File: config.mk
export PLATFORM = sky130hd
export DESIGN_NAME = fre_meter_mc_flat
export DESIGN_NICKNAME = d
export VERILOG_FILES = /design/src/rtl/fre_meter_mc_if.sv /design/src/rtl/fre_meter_mc.sv /design/src/flat_wrapper.sv
export SDC_FILE = /design/constraint.sdc
export NUM_CORES = 1
export LEC_CHECK = 0
export ABC_CLOCK_PERIOD_IN_PS = 2200
export CORE_UTILIZATION = 43
export DETAILED_ROUTE_END_ITERATION = 12
export GPL_TIMING_DRIVEN = 1
export PLACE_DENSITY = 0.66
export SYNTH_ARGS = -nofsm -noshare
export SYNTH_HDL_FRONTEND = slang
export SYNTH_SLANG_ARGS = --single-unit
File: constraint.sdc
create_clock -name clk_i -period 2.2 [get_ports clk_i]
set_clock_uncertainty 0.2 [all_clocks]
set_input_delay 0.66 -clock clk_i [delete_from_list [all_inputs] [get_ports clk_i]]
set_output_delay 0.66 -clock clk_i [all_outputs]
set_load 0.05 [all_outputs]
File: src/rtl/fre_meter_mc_if.sv
// Probe/result bundle for fre_meter_mc; channel k occupies slice k of every per-channel vector.
interface fre_meter_mc_if #(
  parameter int CH_NUM  = 2,
  parameter int CNT_W   = 20,
  parameter int BCD_DIG = 7
);
  logic [CH_NUM-1:0]           fre_hz_i;
  logic [CH_NUM*CNT_W-1:0]     bin_o;
  logic [CH_NUM*4*BCD_DIG-1:0] bcd_o;
  logic [CH_NUM-1:0]           ovf_o;
  logic                        upd_o;
  logic [CH_NUM-1:0]           low_fre_o;

  modport slave  (input fre_hz_i, output bin_o, bcd_o, ovf_o, upd_o, low_fre_o);
  modport master (output fre_hz_i, input bin_o, bcd_o, ovf_o, upd_o, low_fre_o);
endinterface

File: src/rtl/fre_meter_mc.sv
// Multi-channel gated edge counter with a shared round-robin binary-to-BCD converter.
// Optional low-frequency flags are built only when FRE_LOW_FLAG_EN is defined.
module fre_meter_mc_ch #(
  parameter int CNT_W = 20
`ifdef FRE_LOW_FLAG_EN
  , parameter int LOW_THRESH = 1000
`endif
) (
  input  logic             clk_i,
  input  logic             rst_i,
  input  logic             fre_hz_i,
  input  logic             gate_end_i,
  output logic [CNT_W-1:0] bin_o,
  output logic             ovf_o,
  output logic             low_o
);
  logic [2:0]       sync_q;
  logic [CNT_W-1:0] cnt_q, cnt_d, bin_q;
  logic             sovf_q, sovf_d, ovf_q;
  logic             edge_w;

  assign edge_w = sync_q[1] & ~sync_q[2];

  // An edge coincident with gate_end belongs to the window that is just opening.
  always_comb begin
    cnt_d  = cnt_q;
    sovf_d = sovf_q;
    if (gate_end_i) begin
      cnt_d  = CNT_W'(edge_w);
      sovf_d = 1'b0;
    end else if (edge_w) begin
      if (&cnt_q) sovf_d = 1'b1;
      else        cnt_d  = cnt_q + CNT_W'(1);
    end
  end

  always_ff @(posedge clk_i) begin
    if (rst_i) begin
      sync_q <= '0;
      cnt_q  <= '0;
      sovf_q <= 1'b0;
      bin_q  <= '0;
      ovf_q  <= 1'b0;
    end else begin
      sync_q <= {sync_q[1:0], fre_hz_i};
      cnt_q  <= cnt_d;
      sovf_q <= sovf_d;
      if (gate_end_i) begin
        bin_q <= cnt_q;
        ovf_q <= sovf_q;
      end
    end
  end

  assign bin_o = bin_q;
  assign ovf_o = ovf_q;

`ifdef FRE_LOW_FLAG_EN
  logic low_q;
  always_ff @(posedge clk_i) begin
    if (rst_i)           low_q <= 1'b0;
    else if (gate_end_i) low_q <= (32'(cnt_q) < LOW_THRESH) & ~sovf_q;
  end
  assign low_o = low_q;
`else
  assign low_o = 1'b0;
`endif
endmodule

module fre_meter_mc #(
  parameter int CH_NUM      = 2,
  parameter int CNT_W       = 20,
  parameter int BCD_DIG     = 7,
  parameter int GATE_CYCLES = 50_000_000,
  parameter int LOW_THRESH  = 1000
) (
  input  logic          clk_i,
  input  logic          rst_i,
  fre_meter_mc_if.slave bus
);
  localparam int BCD_W = 4 * BCD_DIG;
  localparam int CH_W  = (CH_NUM > 1) ? $clog2(CH_NUM) : 1;
  localparam int GT_W  = (GATE_CYCLES > 1) ? $clog2(GATE_CYCLES) : 1;
  localparam int BIT_W = $clog2(CNT_W + 1);

  localparam logic [2:0] S_IDLE  = 3'd0;
  localparam logic [2:0] S_LOAD  = 3'd1;
  localparam logic [2:0] S_SHIFT = 3'd2;
  localparam logic [2:0] S_STORE = 3'd3;
  localparam logic [2:0] S_NEXT  = 3'd4;

  if (GATE_CYCLES <= CH_NUM * (CNT_W + 2) + 2 || LOW_THRESH < 0) begin : g_param_chk
    $error("fre_meter_mc: gate window shorter than one conversion round, or negative LOW_THRESH");
  end

  logic [GT_W-1:0] gate_q, gate_d;
  logic            gate_end;

  assign gate_end = (gate_q == GT_W'(GATE_CYCLES - 1));
  assign gate_d   = gate_end ? '0 : gate_q + GT_W'(1);

  logic [CH_NUM-1:0][CNT_W-1:0] bin_w;
  logic [CH_NUM-1:0]            ovf_w, low_w;

  for (genvar k = 0; k < CH_NUM; k++) begin : g_ch
    fre_meter_mc_ch #(
      .CNT_W(CNT_W)
`ifdef FRE_LOW_FLAG_EN
      , .LOW_THRESH(LOW_THRESH)
`endif
    ) u_ch (
      .clk_i      (clk_i),
      .rst_i      (rst_i),
      .fre_hz_i   (bus.fre_hz_i[k]),
      .gate_end_i (gate_end),
      .bin_o      (bin_w[k]),
      .ovf_o      (ovf_w[k]),
      .low_o      (low_w[k])
    );
  end

  logic [2:0]                   state_q, state_d;
  logic [CH_W-1:0]              ch_q, ch_d;
  logic [CNT_W-1:0]             sr_q, sr_d;
  logic [BCD_W-1:0]             acc_q, acc_d, acc_adj;
  logic [BIT_W-1:0]             bit_q, bit_d;
  logic [CH_NUM-1:0][BCD_W-1:0] bcd_q, bcd_d;
  logic                         upd_q, upd_d;

  always_comb begin
    acc_adj = acc_q;
    for (int d = 0; d < BCD_DIG; d++)
      if (acc_q[4*d +: 4] >= 4'd5) acc_adj[4*d +: 4] = acc_q[4*d +: 4] + 4'd3;
  end

  // Conversion works from the latched snapshot, so a new gate_end never disturbs it.
  always_comb begin
    state_d = state_q;
    ch_d    = ch_q;
    sr_d    = sr_q;
    acc_d   = acc_q;
    bit_d   = bit_q;
    bcd_d   = bcd_q;
    upd_d   = 1'b0;
    case (state_q)
      S_IDLE: begin
        ch_d = '0;
        if (gate_end) state_d = S_LOAD;
      end
      S_LOAD: begin
        sr_d    = bin_w[ch_q];
        acc_d   = '0;
        bit_d   = BIT_W'(CNT_W);
        state_d = S_SHIFT;
      end
      S_SHIFT: begin
        {acc_d, sr_d} = {acc_adj, sr_q} << 1;
        bit_d = bit_q - BIT_W'(1);
        if (bit_q == BIT_W'(1)) state_d = S_STORE;
      end
      S_STORE: begin
        bcd_d[ch_q] = ovf_w[ch_q] ? {BCD_DIG{4'h9}} : acc_q;
        state_d     = S_NEXT;
      end
      S_NEXT: begin
        if (ch_q == CH_W'(CH_NUM - 1)) begin
          state_d = S_IDLE;
          upd_d   = 1'b1;
        end else begin
          ch_d    = ch_q + CH_W'(1);
          state_d = S_LOAD;
        end
      end
      default: state_d = S_IDLE;
    endcase
  end

  always_ff @(posedge clk_i) begin
    if (rst_i) begin
      gate_q  <= '0;
      state_q <= S_IDLE;
      ch_q    <= '0;
      sr_q    <= '0;
      acc_q   <= '0;
      bit_q   <= '0;
      bcd_q   <= '0;
      upd_q   <= 1'b0;
    end else begin
      gate_q  <= gate_d;
      state_q <= state_d;
      ch_q    <= ch_d;
      sr_q    <= sr_d;
      acc_q   <= acc_d;
      bit_q   <= bit_d;
      bcd_q   <= bcd_d;
      upd_q   <= upd_d;
    end
  end

  assign bus.bin_o     = bin_w;
  assign bus.ovf_o     = ovf_w;
  assign bus.low_fre_o = low_w;
  assign bus.bcd_o     = bcd_q;
  assign bus.upd_o     = upd_q;
endmodule

File: src/flat_wrapper.sv
// flat-port wrapper written by rule: the top's interface ports become plain ports
module fre_meter_mc_flat 
#(
  parameter int CH_NUM      = 2,
  parameter int CNT_W       = 20,
  parameter int BCD_DIG     = 7,
  parameter int GATE_CYCLES = 50_000_000,
  parameter int LOW_THRESH  = 1000
)
  (clk_i, rst_i, bus_fre_hz_i, bus_bin_o, bus_bcd_o, bus_ovf_o, bus_upd_o, bus_low_fre_o);
  fre_meter_mc_if #(.CH_NUM(CH_NUM), .CNT_W(CNT_W), .BCD_DIG(BCD_DIG)) bus_i ();
  input  logic clk_i;
  input  logic rst_i;
  input wire logic [$bits(bus_i.fre_hz_i)-1:0] bus_fre_hz_i;
  output wire logic [$bits(bus_i.bin_o)-1:0] bus_bin_o;
  output wire logic [$bits(bus_i.bcd_o)-1:0] bus_bcd_o;
  output wire logic [$bits(bus_i.ovf_o)-1:0] bus_ovf_o;
  output wire logic [$bits(bus_i.upd_o)-1:0] bus_upd_o;
  output wire logic [$bits(bus_i.low_fre_o)-1:0] bus_low_fre_o;
  assign bus_i.fre_hz_i = bus_fre_hz_i;
  assign bus_bin_o = bus_i.bin_o;
  assign bus_bcd_o = bus_i.bcd_o;
  assign bus_ovf_o = bus_i.ovf_o;
  assign bus_upd_o = bus_i.upd_o;
  assign bus_low_fre_o = bus_i.low_fre_o;
  fre_meter_mc #(.CH_NUM(CH_NUM), .CNT_W(CNT_W), .BCD_DIG(BCD_DIG), .GATE_CYCLES(GATE_CYCLES), .LOW_THRESH(LOW_THRESH)) u_core (.clk_i(clk_i), .rst_i(rst_i), .bus(bus_i));
endmodule
==> Implementation_results.wiki, run 1 <==
{| class="wikitable"
! Metric !! Value
|-
| Post-layout min period || 2.13 ns
|-
| Crit Path Max Fanout || 2
|-
| Via count of the first global-routing pass || 8157
|-
| Synthesized area || 9890 um2
|-
| Post-synthesis sequential area ratio || 0.466
|-
| Commonest register cell after synthesis || dfxtp_1
|-
| Die W || 154 um
|-
| Top Ports || 105
|-
| DRC violations left || 0
|-
| Die height || 154 um
|-
| Number of failing setup endpoints in the final timing report || 0
|-
| Synthesized flop and latch total || 230
|-
| Relative slew slack || 0.523
|-
| Buffer depth of the longest clock path || 3
|-
| Placement Cell Area || 11300 um2
|-
| Result of the run || complete, no violations
|-
| Distinct cells, synth || 56
|-
| Leading cell types in the layout, fill and taps excluded || 226 x dfxtp_1, 166 x nand2_1, 157 x nor2_1, 157 x buf_4, 131 x a21oi_1
|-
| Post-Syn Area per Cell || 8.22 um2
|-
| Number of violations of the max-capacitance limit || 0
|-
| Clock tree root buffer cell || clkbuf_16
|-
| Initial DRT Pass Iterations || 7
|-
| Crit path launch type || flop
|-
| Final Net Count || 1342
|-
| Count of H-tree levels built during CTS || 1
|-
| Hold buffers post-CTS || 0
|-
| Count of inserted antenna diode cells || 0
|-
| Detailed-route via count || 8768
|-
| Clock sink count || 230
|-
| Average via count per standard cell || 5.41
|-
| CP endpoint kind || flop
|-
| R2r setup slk || 0.07 ns
|-
| Total routed wirelength || 25000 um
|-
| Clock slew seen by the registers of the worst setup and hold paths || 0.06 ns
|-
| Share of flip-flops with an asynchronous set or reset || 0
|-
| Initial standard-cell utilization of the core || 0.438
|-
| Gpl congestion || 0.841
|-
| Floorplan core area || 22600 um2
|-
| Gate count after technology mapping || 1202
|-
| Number of synthesis warnings || 0
|-
| Measured slew at the worst slew-check pin || 0.709 ns
|-
| Fin crit share || 0.970
|-
| Count of input and output buffers || 102
|-
| Pin count of the biggest net entering global routing || 85
|-
| FMAX || 0.468 GHz
|-
| Antenna viol nets, final || 0
|-
| Total negative slack for setup checks || 0 ns
|-
| Class of the tightest hold or removal check || reg -> reg
|-
| Buffers and inverters on the worst path || 0
|-
| CTS buffer count || 26
|-
| Slowest cell on the critical path || or4_1
|-
| Antenna violations before repair || 0
|-
| Fraction of layout instances using a drive strength above 1 || 0.182
|-
| Share of the core filled with cells || 0.549
|-
| Biggest cell delay along the critical path || 0.46 ns
|-
| Number of enable-type register cells in the synthesized netlist || 0
|-
| Final hold violation count || 0
|-
| Clock insertion delay at the later pin of the skew report || 0.52 ns
|-
| Global route total overflow || 0
|-
| Pins over their slew limit || 0
|-
| Category of cells accounting for the largest share of critical-path delay || simple AND/OR/NAND/NOR gates
|-
| Number of design-rule violations left by the first detailed-router iteration || 469
|-
| CP dominant cell by count || and3_1
|-
| Layout Area Growth over Synthesis || 25.4%
|-
| Req. time, crit path || 2.46 ns
|-
| CP Class || reg -> reg
|-
| Clock tree from TritonCTS || built
|-
| Final hold slack || 0.231 ns
|-
| Most frequent standard cell in the layout excluding fill and tap cells || dfxtp_1
|-
| Row count || 55
|-
| First-pass GRT wire length || 41200 um
|-
| Detailed-route wire length per cell || 15.4 um
|-
| Die area || 23600 um2
|-
| Worst path arrival time || 2.40 ns
|-
| Post-route standard cell area excluding fillers || 12400 um2
|-
| Worst IR Drop VDD || 650 uV
|-
| Global router's overall resource usage || 0.211
|-
| Leakage dissipation || 4.52 nW
|-
| Power Dens Cells || 745 nW/um2
|-
| Post-route total power || 9.24 mW
|-
| Post-DP HPWL || 17200 um
|-
| Cells along the critical path || ha_1 -> and3_1 -> and3_1 -> a2111o_1 -> or4_1 -> a21oi_2
|}
worst register-to-register path, stage by stage (launching register included):
cell and delay [ns]:
dfxtp_1 0.32, ha_1 0.20, and3_1 0.19, and3_1 0.15, a2111o_1 0.41, or4_1 0.46, a21oi_2 0.15
report_power, final:
| group | leakage (nW) | internal (mW) | switching (mW) |
|---|---|---|---|
| sequential | 1.86 | 4.18 | 0.00720 |
| clock | 0.491 | 3.20 | 1.71 |
| combinational | 2.17 | 0.0453 | 0.108 |
registers in the layout (all words and copies together), names as in the netlist, 3 cells and up:
name	flops
u_core.bit_q	5
u_core.sr_q	20
u_core.acc_q	28
u_core.bus.bcd_o	56
u_core.g_ch.u_ch.bin_o	40
u_core.gate_q	26
u_core.state_q	3
u_core.g_ch.u_ch.cnt_q	40
u_core.g_ch.u_ch.sync_q	6
stage by stage:
step           worst slack [ns]  std cells
6_report                 0.0654       1622
5_1_grt                -0.00343       1622
4_1_cts                  0.0107       1622
3_5_place_dp             0.0137       1575
3_3_place_gp             0.0198       1575
2_1_floorplan           0.00413       1203
worst paths after layout:
kind,startpoint,end,cells after the start
worst min register to register,u_core.g_ch[1].u_ch.sync_q[0],u_core.g_ch[1].u_ch.sync_q[1],1
worst max-delay path,u_core.g_ch[1].u_ch.cnt_q[0],u_core.g_ch[1].u_ch.cnt_q[17],6
worst min-delay path,u_core.g_ch[1].u_ch.sync_q[0],u_core.g_ch[1].u_ch.sync_q[1],1
worst max register to register,u_core.g_ch[1].u_ch.cnt_q[0],u_core.g_ch[1].u_ch.cnt_q[17],6
synthesized netlist by cell type, drive strengths merged, types with 16 or more instances:
cell type  instances  area, um2
a211oi            52        390
a21oi            133        666
clkbuf            72        270
dfxtp            230       4600
ha                19        238
inv               22       82.6
mux2i             24        240
nand2            166        623
nand3             62        310
nand4             19        131
nor2             159        597
nor3              16       80.1
o21ai             32        164
xnor2             29        254
xor2              21        184
logic make-up after synthesis:
group | share of synthesized area
fa+ha+maj | 0.0240
xor+xnor | 0.0443
compound gates | 0.163
flops | 0.466
buf+inv | 0.0418
other cells | 0.000379
mux | 0.0254
simple gates | 0.235
timing repair:
action                                 in CTS  in global routing
gates resized for setup                     0                 17
setup buffers                               1                  0
setup endpoints to repair                   1                 72
pin swaps                                   1                  3
endpoints found under the hold margin       0                  0
routing by layer:
layer | wire length [um] | share of wire | GRT usage
met1 | 12000 | 0.48 | 0.288
met2 | 11400 | 0.45 | 0.346
met3 | 1160 | 0.046 | 0.0299
met4 | 451 | 0.018 | 0.0614
met5 | 0 | 0 | 0
final cells by class:
type	count	area, um2
Inverter	22	82.6
Timing Repair Buffer	171	1420
Clock buffer	37	793
Tap cell	285	357
Sequential cell	230	4610
Multi-Input combinational cell	868	4930
Fill cell	2131	10200
Clock inverter	9	201
Note: power is estimated with default switching activity, not from simulation.
==> run 2, diff against run 1 <==
--- a/config.mk
+++ b/config.mk
@@ -9,7 +9,10 @@
 export CORE_UTILIZATION = 43
 export DETAILED_ROUTE_END_ITERATION = 12
 export GPL_TIMING_DRIVEN = 1
+export MAX_ROUTING_LAYER = met4
 export PLACE_DENSITY = 0.66
+export SKIP_LAST_GASP = 1
+export SLEW_MARGIN = 40
 export SYNTH_ARGS = -nofsm -noshare
 export SYNTH_HDL_FRONTEND = slang
 export SYNTH_SLANG_ARGS = --single-unit
==> run 2 against run 1 <==
Effect of this change: design area unchanged; clock-buffer cell count unchanged; final cell count did not move; die area stayed put; hold slack better by 0.0024 ns; wire length is essentially flat; non-clock buffer count is the same; maximum frequency down 0.27%; worst setup slack worse by 0.0057 ns.
==> Implementation_results.wiki, run 2 (synthesis results as in run 1) <==
{| class="wikitable"
! Metric !! Value
|-
| Result of the run || complete, no violations
|-
| R2r setup slk || 0.06 ns (about the same)
|-
| Average via count per standard cell || 5.37 (-0.70%)
|-
| Global route total overflow || 0 (unchanged)
|-
| Initial DRT Pass Iterations || 5 (-2)
|-
| Slowest cell on the critical path || or4_1
|-
| Pins over their slew limit || 0 (unchanged)
|-
| Clock tree from TritonCTS || built
|-
| Via count of the first global-routing pass || 8156 (-0.012%)
|-
| Pre-CTS setup slack || 0.0137 ns (unchanged)
|-
| Placement Cell Area || 11300 um2 (unchanged)
|-
| Buffer depth of the longest clock path || 3 (unchanged)
|-
| Biggest cell delay along the critical path || 0.46 ns (about the same)
|-
| Floorplan core area || 22600 um2 (unchanged)
|-
| Fraction of layout instances using a drive strength above 1 || 0.182 (unchanged)
|-
| Global router's overall resource usage || 0.218 (+0.00678)
|-
| Antenna viol nets, final || 0 (unchanged)
|-
| Gpl congestion || 0.854 (+1.6%)
|-
| Top Ports || 105 (unchanged)
|-
| CP dominant cell by count || and3_1
|-
| CP endpoint kind || flop
|-
| FMAX || 0.467 GHz (-0.27%)
|-
| Cells along the critical path || ha_1 -> and3_1 -> and3_1 -> a2111o_1 -> or4_1 -> a21oi_2
|-
| Hold buffers post-CTS || 0 (unchanged)
|-
| Filler cell count in the final layout || 2131 (unchanged)
|-
| Die W || 154 um (unchanged)
|-
| Most frequent standard cell in the layout excluding fill and tap cells || dfxtp_1
|-
| Fin crit share || 0.973 (+0.00260)
|-
| Category of cells accounting for the largest share of critical-path delay || simple AND/OR/NAND/NOR gates
|-
| Detailed-route wire length per cell || 15.4 um (about the same)
|-
| Number of design-rule violations left by the first detailed-router iteration || 515 (+9.8%)
|-
| Req. time, crit path || 2.46 ns (about the same)
|-
| Area occupied by registers || 4610 um2 (unchanged)
|-
| Total negative slack for setup checks || 0 ns (unchanged)
|-
| First-pass GRT wire length || 41300 um (+0.20%)
|-
| Measured slew at the worst slew-check pin || 0.715 ns (+0.00616 ns)
|-
| Die area || 23600 um2 (unchanged)
|-
| Relative slew slack || 0.519 (-0.00414)
|-
| Antenna violations before repair || 0 (unchanged)
|-
| Clock slew seen by the registers of the worst setup and hold paths || 0.06 ns (about the same)
|-
| Count of H-tree levels built during CTS || 1 (unchanged)
|-
| Leading cell types in the layout, fill and taps excluded || 226 x dfxtp_1, 166 x nand2_1, 157 x nor2_1, 157 x buf_4, 131 x a21oi_1
|-
| Clock sink count || 230 (unchanged)
|-
| Buffers and inverters on the worst path || 0 (unchanged)
|-
| Clock tree root buffer cell || clkbuf_16
|-
| Class of the tightest hold or removal check || reg -> reg
|-
| Row count || 55 (unchanged)
|-
| Number of violations of the max-capacitance limit || 0 (unchanged)
|-
| Post-route standard cell area excluding fillers || 12400 um2 (unchanged)
|-
| Number of failing setup endpoints in the final timing report || 0 (unchanged)
|-
| Total routed wirelength || 25000 um (about the same)
|-
| Number of flip-flops under the largest register name || 56 (unchanged)
|-
| Power Dens Cells || 746 nW/um2 (about the same)
|-
| Worst IR Drop VDD || 647 uV (-0.43%)
|-
| PnR worst setup slack || 0.0596 ns (-0.00572 ns)
|-
| Share of the core filled with cells || 0.549 (unchanged)
|-
| Count of input and output buffers || 102 (unchanged)
|-
| CP Class || reg -> reg
|-
| Worst path arrival time || 2.40 ns (about the same)
|-
| Leakage dissipation || 4.52 nW (unchanged)
|-
| Crit Path Max Fanout || 2 (unchanged)
|-
| Final hold violation count || 0 (unchanged)
|-
| Post-DP HPWL || 17200 um (unchanged)
|-
| DRC violations left || 0 (unchanged)
|-
| Non-filler instance count after layout || 1622 (unchanged)
|-
| Final Net Count || 1342 (unchanged)
|-
| Layout Area Growth over Synthesis || 25.4% (unchanged)
|-
| Clock insertion delay at the later pin of the skew report || 0.52 ns (about the same)
|-
| Area used by multi-input combinational logic || 4930 um2 (unchanged)
|-
| Cell count after placement || 1575 (unchanged)
|-
| Post-layout min period || 2.14 ns (+0.00572 ns)
|-
| Pin count of the biggest net entering global routing || 85 (unchanged)
|-
| Initial standard-cell utilization of the core || 0.438 (unchanged)
|-
| Detailed-route via count || 8707 (-0.70%)
|-
| Die height || 154 um (unchanged)
|-
| CTS buffer count || 26 (unchanged)
|-
| Crit path launch type || flop
|-
| Count of inserted antenna diode cells || 0 (unchanged)
|}
run 2: worst paths after layout:
path                                                    start                            end  depth (start not counted)
worst max-delay path             u_core.g_ch[1].u_ch.cnt_q[0]  u_core.g_ch[1].u_ch.cnt_q[17]                          6
worst min-delay path            u_core.g_ch[1].u_ch.sync_q[0]  u_core.g_ch[1].u_ch.sync_q[1]                          1
worst max register to register   u_core.g_ch[1].u_ch.cnt_q[0]  u_core.g_ch[1].u_ch.cnt_q[17]                          6
worst min register to register  u_core.g_ch[1].u_ch.sync_q[0]  u_core.g_ch[1].u_ch.sync_q[1]                          1
run 2: power by group:
group	internal, mW	switching, mW
sequential	4.18	0.00721
combinational	0.0453	0.107
clock	3.20	1.71
run 2: final cells by class:
cell class / count / share of cell area
Multi-Input combinational cell: 868 / 0.398
Clock inverter: 9 / 0.0162
Tap cell: 285 / 0.0288
Inverter: 22 / 0.00666
Timing Repair Buffer: 171 / 0.115
Clock buffer: 37 / 0.0640
Sequential cell: 230 / 0.372
run 2: stage by stage:
stage	power (mW)	hold WS (ns)
after floorplan	4.38	0.214
after global placement	4.43	0.221
after detailed placement	4.43	0.221
after global routing	9.54	0.259
after CTS	9.34	0.232
final	9.25	0.233
run 2: timing repair:
action | CTS | global route
pin swaps | 1 | 3
endpoints found under the setup margin | 1 | 72
setup buffers | 1 | 0
gates cloned | 0 | 0
gates resized for setup | 0 | 17
run 2: worst reg2reg max path, delay by kind of cell (launching register included):
family	cells	cell delay (ns)
flops	1	0.32
simple gates	3	0.81
compound gates	2	0.56
fa+ha+maj	1	0.20
run 2: metal layers:
layer  track usage  vias to the layer above  share of wire
li1              -                     4408              -
met1         0.290                     4084           0.48
met2         0.346                      186           0.46
met3        0.0299                       29          0.044
met4        0.0605                        0          0.018
met5             -                        -              0
==> run 3, diff against run 2 <==
--- a/config.mk
+++ b/config.mk
@@ -10,7 +10,7 @@
 export DETAILED_ROUTE_END_ITERATION = 12
 export GPL_TIMING_DRIVEN = 1
 export MAX_ROUTING_LAYER = met4
-export PLACE_DENSITY = 0.66
+export PLACE_DENSITY = 0.63
 export SKIP_LAST_GASP = 1
 export SLEW_MARGIN = 40
 export SYNTH_ARGS = -nofsm -noshare
==> run 3 against run 2 <==
Effect of this change: first-iteration DRC count down 7.0%; wire length up 0.19%; power down 9.4%; critical path depth unchanged; critical endpoint unchanged; sequential share of layout area up 0.51 points.
==> Implementation_results.wiki, run 3 (synthesis results as in run 1) <==
{| class="wikitable"
! Metric !! Value
|-
| First-pass GRT wire length || 41400 um (+0.13%)
|-
| Crit path launch type || flop
|-
| DRC violations left || 0 (unchanged)
|-
| Antenna violations before repair || 0 (unchanged)
|-
| Crit Path Max Fanout || 7 (+5)
|-
| Measured slew at the worst slew-check pin || 0.472 ns (-0.243 ns)
|-
| Result of the run || complete, no violations
|-
| Average via count per standard cell || 5.34 (-0.51%)
|-
| Sw Share || 0.207 (+0.00962)
|-
| Biggest cell delay along the critical path || 0.52 ns (+0.06 ns)
|-
| Buffers and inverters on the worst path || 0 (unchanged)
|-
| Class of the tightest hold or removal check || reg -> reg
|-
| Buffer depth of the longest clock path || 3 (unchanged)
|-
| Post-layout min period || 2.18 ns (+0.0387 ns)
|-
| FMAX || 0.459 GHz (-1.8%)
|-
| Global router's overall resource usage || 0.218 (+0.000514)
|-
| Worst hold path stage count || 1 (unchanged)
|-
| Slowest cell on the critical path || or4_4
|-
| Initial standard-cell utilization of the core || 0.438 (unchanged)
|-
| Net switching power || 1.73 mW (-5.0%)
|-
| Post-route total power || 8.37 mW (-9.4%)
|-
| Critical path depth in cells || 6 (unchanged)
|-
| Category of cells accounting for the largest share of critical-path delay || simple AND/OR/NAND/NOR gates
|-
| Post-Route M1 WL || 12400 um (+3.0%)
|-
| Worst path arrival time || 2.43 ns (+0.03 ns)
|-
| Pins over their slew limit || 0 (unchanged)
|-
| Leakage dissipation || 4.43 nW (-2.0%)
|-
| Row count || 55 (unchanged)
|-
| Number of flip-flops under the largest register name || 56 (unchanged)
|-
| Die W || 154 um (unchanged)
|-
| Clock slew seen by the registers of the worst setup and hold paths || 0.06 ns (about the same)
|-
| Clock network fraction of design power || 0.482 (-0.049)
|-
| Filler cell count in the final layout || 2148 (+0.80%)
|-
| Count of input and output buffers || 102 (unchanged)
|-
| Cells along the critical path || ha_4 -> and3_4 -> and3_4 -> a2111o_1 -> or4_4 -> a21oi_2
|-
| Fin crit share || 0.990 (+0.0176)
|-
| CP endpoint kind || flop
|-
| Most frequent standard cell in the layout excluding fill and tap cells || dfxtp_1
|-
| Sum of met3 wire segment lengths after detailed routing || 1050 um (-3.3%)
|-
| Uppermost metal layer occupied by signal nets || met4
|-
| Req. time, crit path || 2.45 ns (about the same)
|-
| CP Class || reg -> reg
|-
| Final hold slack || 0.243 ns (+0.00936 ns)
|-
| Total negative slack for setup checks || 0 ns (unchanged)
|-
| Layout Area Growth over Synthesis || 23.8%
|-
| RSZ-0062 raised after global routing || true
|-
| Worst IR Drop VDD || 522 uV (-19%)
|-
| Area used by multi-input combinational logic || 4940 um2 (+0.13%)
|-
| Leading cell types in the layout, fill and taps excluded || 224 x dfxtp_1, 166 x nand2_1, 158 x buf_4
|-
| Final Net Count || 1344 (+0.15%)
|-
| Met2 wire len || 11000 um (-2.9%)
|-
| Clock insertion delay at the later pin of the skew report || 0.52 ns (about the same)
|-
| Die area || 23600 um2 (unchanged)
|-
| Fraction of layout instances using a drive strength above 1 || 0.181 (-0.000955)
|-
| Number of violations of the max-capacitance limit || 0 (unchanged)
|-
| Count of H-tree levels built during CTS || 1 (unchanged)
|-
| Pin count of the biggest net entering global routing || 74 (-13%)
|-
| Share of power burned in combinational logic || 0.018 (+0.002)
|-
| Antenna viol nets, final || 0 (unchanged)
|-
| Clock tree from TritonCTS || built
|-
| Relative slew slack || 0.677 (+0.158)
|-
| Number of failing setup endpoints in the final timing report || 0 (unchanged)
|-
| Post-DP HPWL || 17300 um (+0.68%)
|-
| Clock tree root buffer cell || clkbuf_16
|-
| Total routed wirelength || 25000 um (+0.19%)
|-
| Top Ports || 105 (unchanged)
|-
| Power Dens Cells || 684 nW/um2 (-8.2%)
|-
| Floorplan core area || 22600 um2 (unchanged)
|-
| Detailed-route via count || 8641 (-0.76%)
|-
| Gpl congestion || 0.847 (-0.85%)
|-
| CP dominant cell by count || and3_4
|-
| Share of the core filled with cells || 0.542 (-0.00715)
|-
| Global route total overflow || 0 (unchanged)
|-
| Area occupied by registers || 4610 um2 (about the same)
|-
| Via count of the first global-routing pass || 8107 (-0.60%)
|-
| CTS buffer count || 25 (-3.8%)
|-
| Initial DRT Pass Iterations || 4 (-1)
|-
| Clock sink count || 230 (unchanged)
|-
| Final hold violation count || 0 (unchanged)
|-
| Count of inserted antenna diode cells || 0 (unchanged)
|-
| Number of design-rule violations left by the first detailed-router iteration || 479 (-7.0%)
|-
| Detailed-route wire length per cell || 15.5 um (+0.44%)
|-
| Die height || 154 um (unchanged)
|-
| Internal power || 6.64 mW (-11%)
|-
| Part of the total power dissipated in sequential elements || 0.500 (+0.047)
|-
| Worst R2R Path Depth || 6 (unchanged)
|}
==> run 3: changes by cell type in the layout (fill, tap and decap cells not counted), sizes merged <==
| cell | before | now |
|---|---|---|
| clkbuf | 37 | 32 |
| bufinv | 6 | 2 |
| inv | 23 | 22 |
| buf | 169 | 172 |
| clkinv | 2 | 5 |
==> run 3: routing by layer <==
layer / global-route usage / vias up
met2: 0.331 / 142
met5: - / -
met4: 0.0638 / 0
met1: 0.303 / 4051
li1: - / 4417
met3: 0.0273 / 31
==> run 3: path summary, 6_finish.rpt <==
check,to,start,slack [ns]
setup / recovery,u_core.g_ch[1].u_ch.cnt_q[17],u_core.g_ch[1].u_ch.cnt_q[0],0.02
hold reg to reg,u_core.g_ch[1].u_ch.sync_q[1],u_core.g_ch[1].u_ch.sync_q[0],0.24
setup reg to reg,u_core.g_ch[1].u_ch.cnt_q[17],u_core.g_ch[1].u_ch.cnt_q[0],0.02
hold / removal,u_core.g_ch[1].u_ch.sync_q[1],u_core.g_ch[1].u_ch.sync_q[0],0.24
==> run 3: power groups by stage <==
stage | Clock [mW] | Combinational, mW | Sequential, mW
after floorplan | 0 | 0.0972 | 4.28
after global placement | 0 | 0.149 | 4.28
after detailed placement | 0 | 0.149 | 4.28
after CTS | 4.16 | 0.150 | 4.19
after global routing | 4.31 | 0.167 | 4.19
final | 4.04 | 0.150 | 4.19
==> run 3: final cells by class <==
cell class | count | share of cell area
multi-input cells | 868 | 0.404
well taps | 285 | 0.0291
clock inverters | 7 | 0.00695
flip-flops and latches | 230 | 0.377
inverters | 22 | 0.00675
repair buffers | 174 | 0.120
clock buffers | 32 | 0.0565
==> run 3: repair_timing <==
action	4_1_cts	5_1_grt
hold buffers	0	0
setup buffers	1	0
pin swaps	1	3
gates resized for setup	1	18
endpoints found under the setup margin	1	33
==> run 3: through the flow <==
stage	cell area [um2]	cells	setup slack (ns)
5_1_grt	12200	1618	-0.0124
2_1_floorplan	9890	1203	0.00413
6_report	12200	1618	0.0210
4_1_cts	12200	1618	0.0123
3_5_place_dp	11400	1578	0.00000333
3_3_place_gp	11400	1578	0.0142
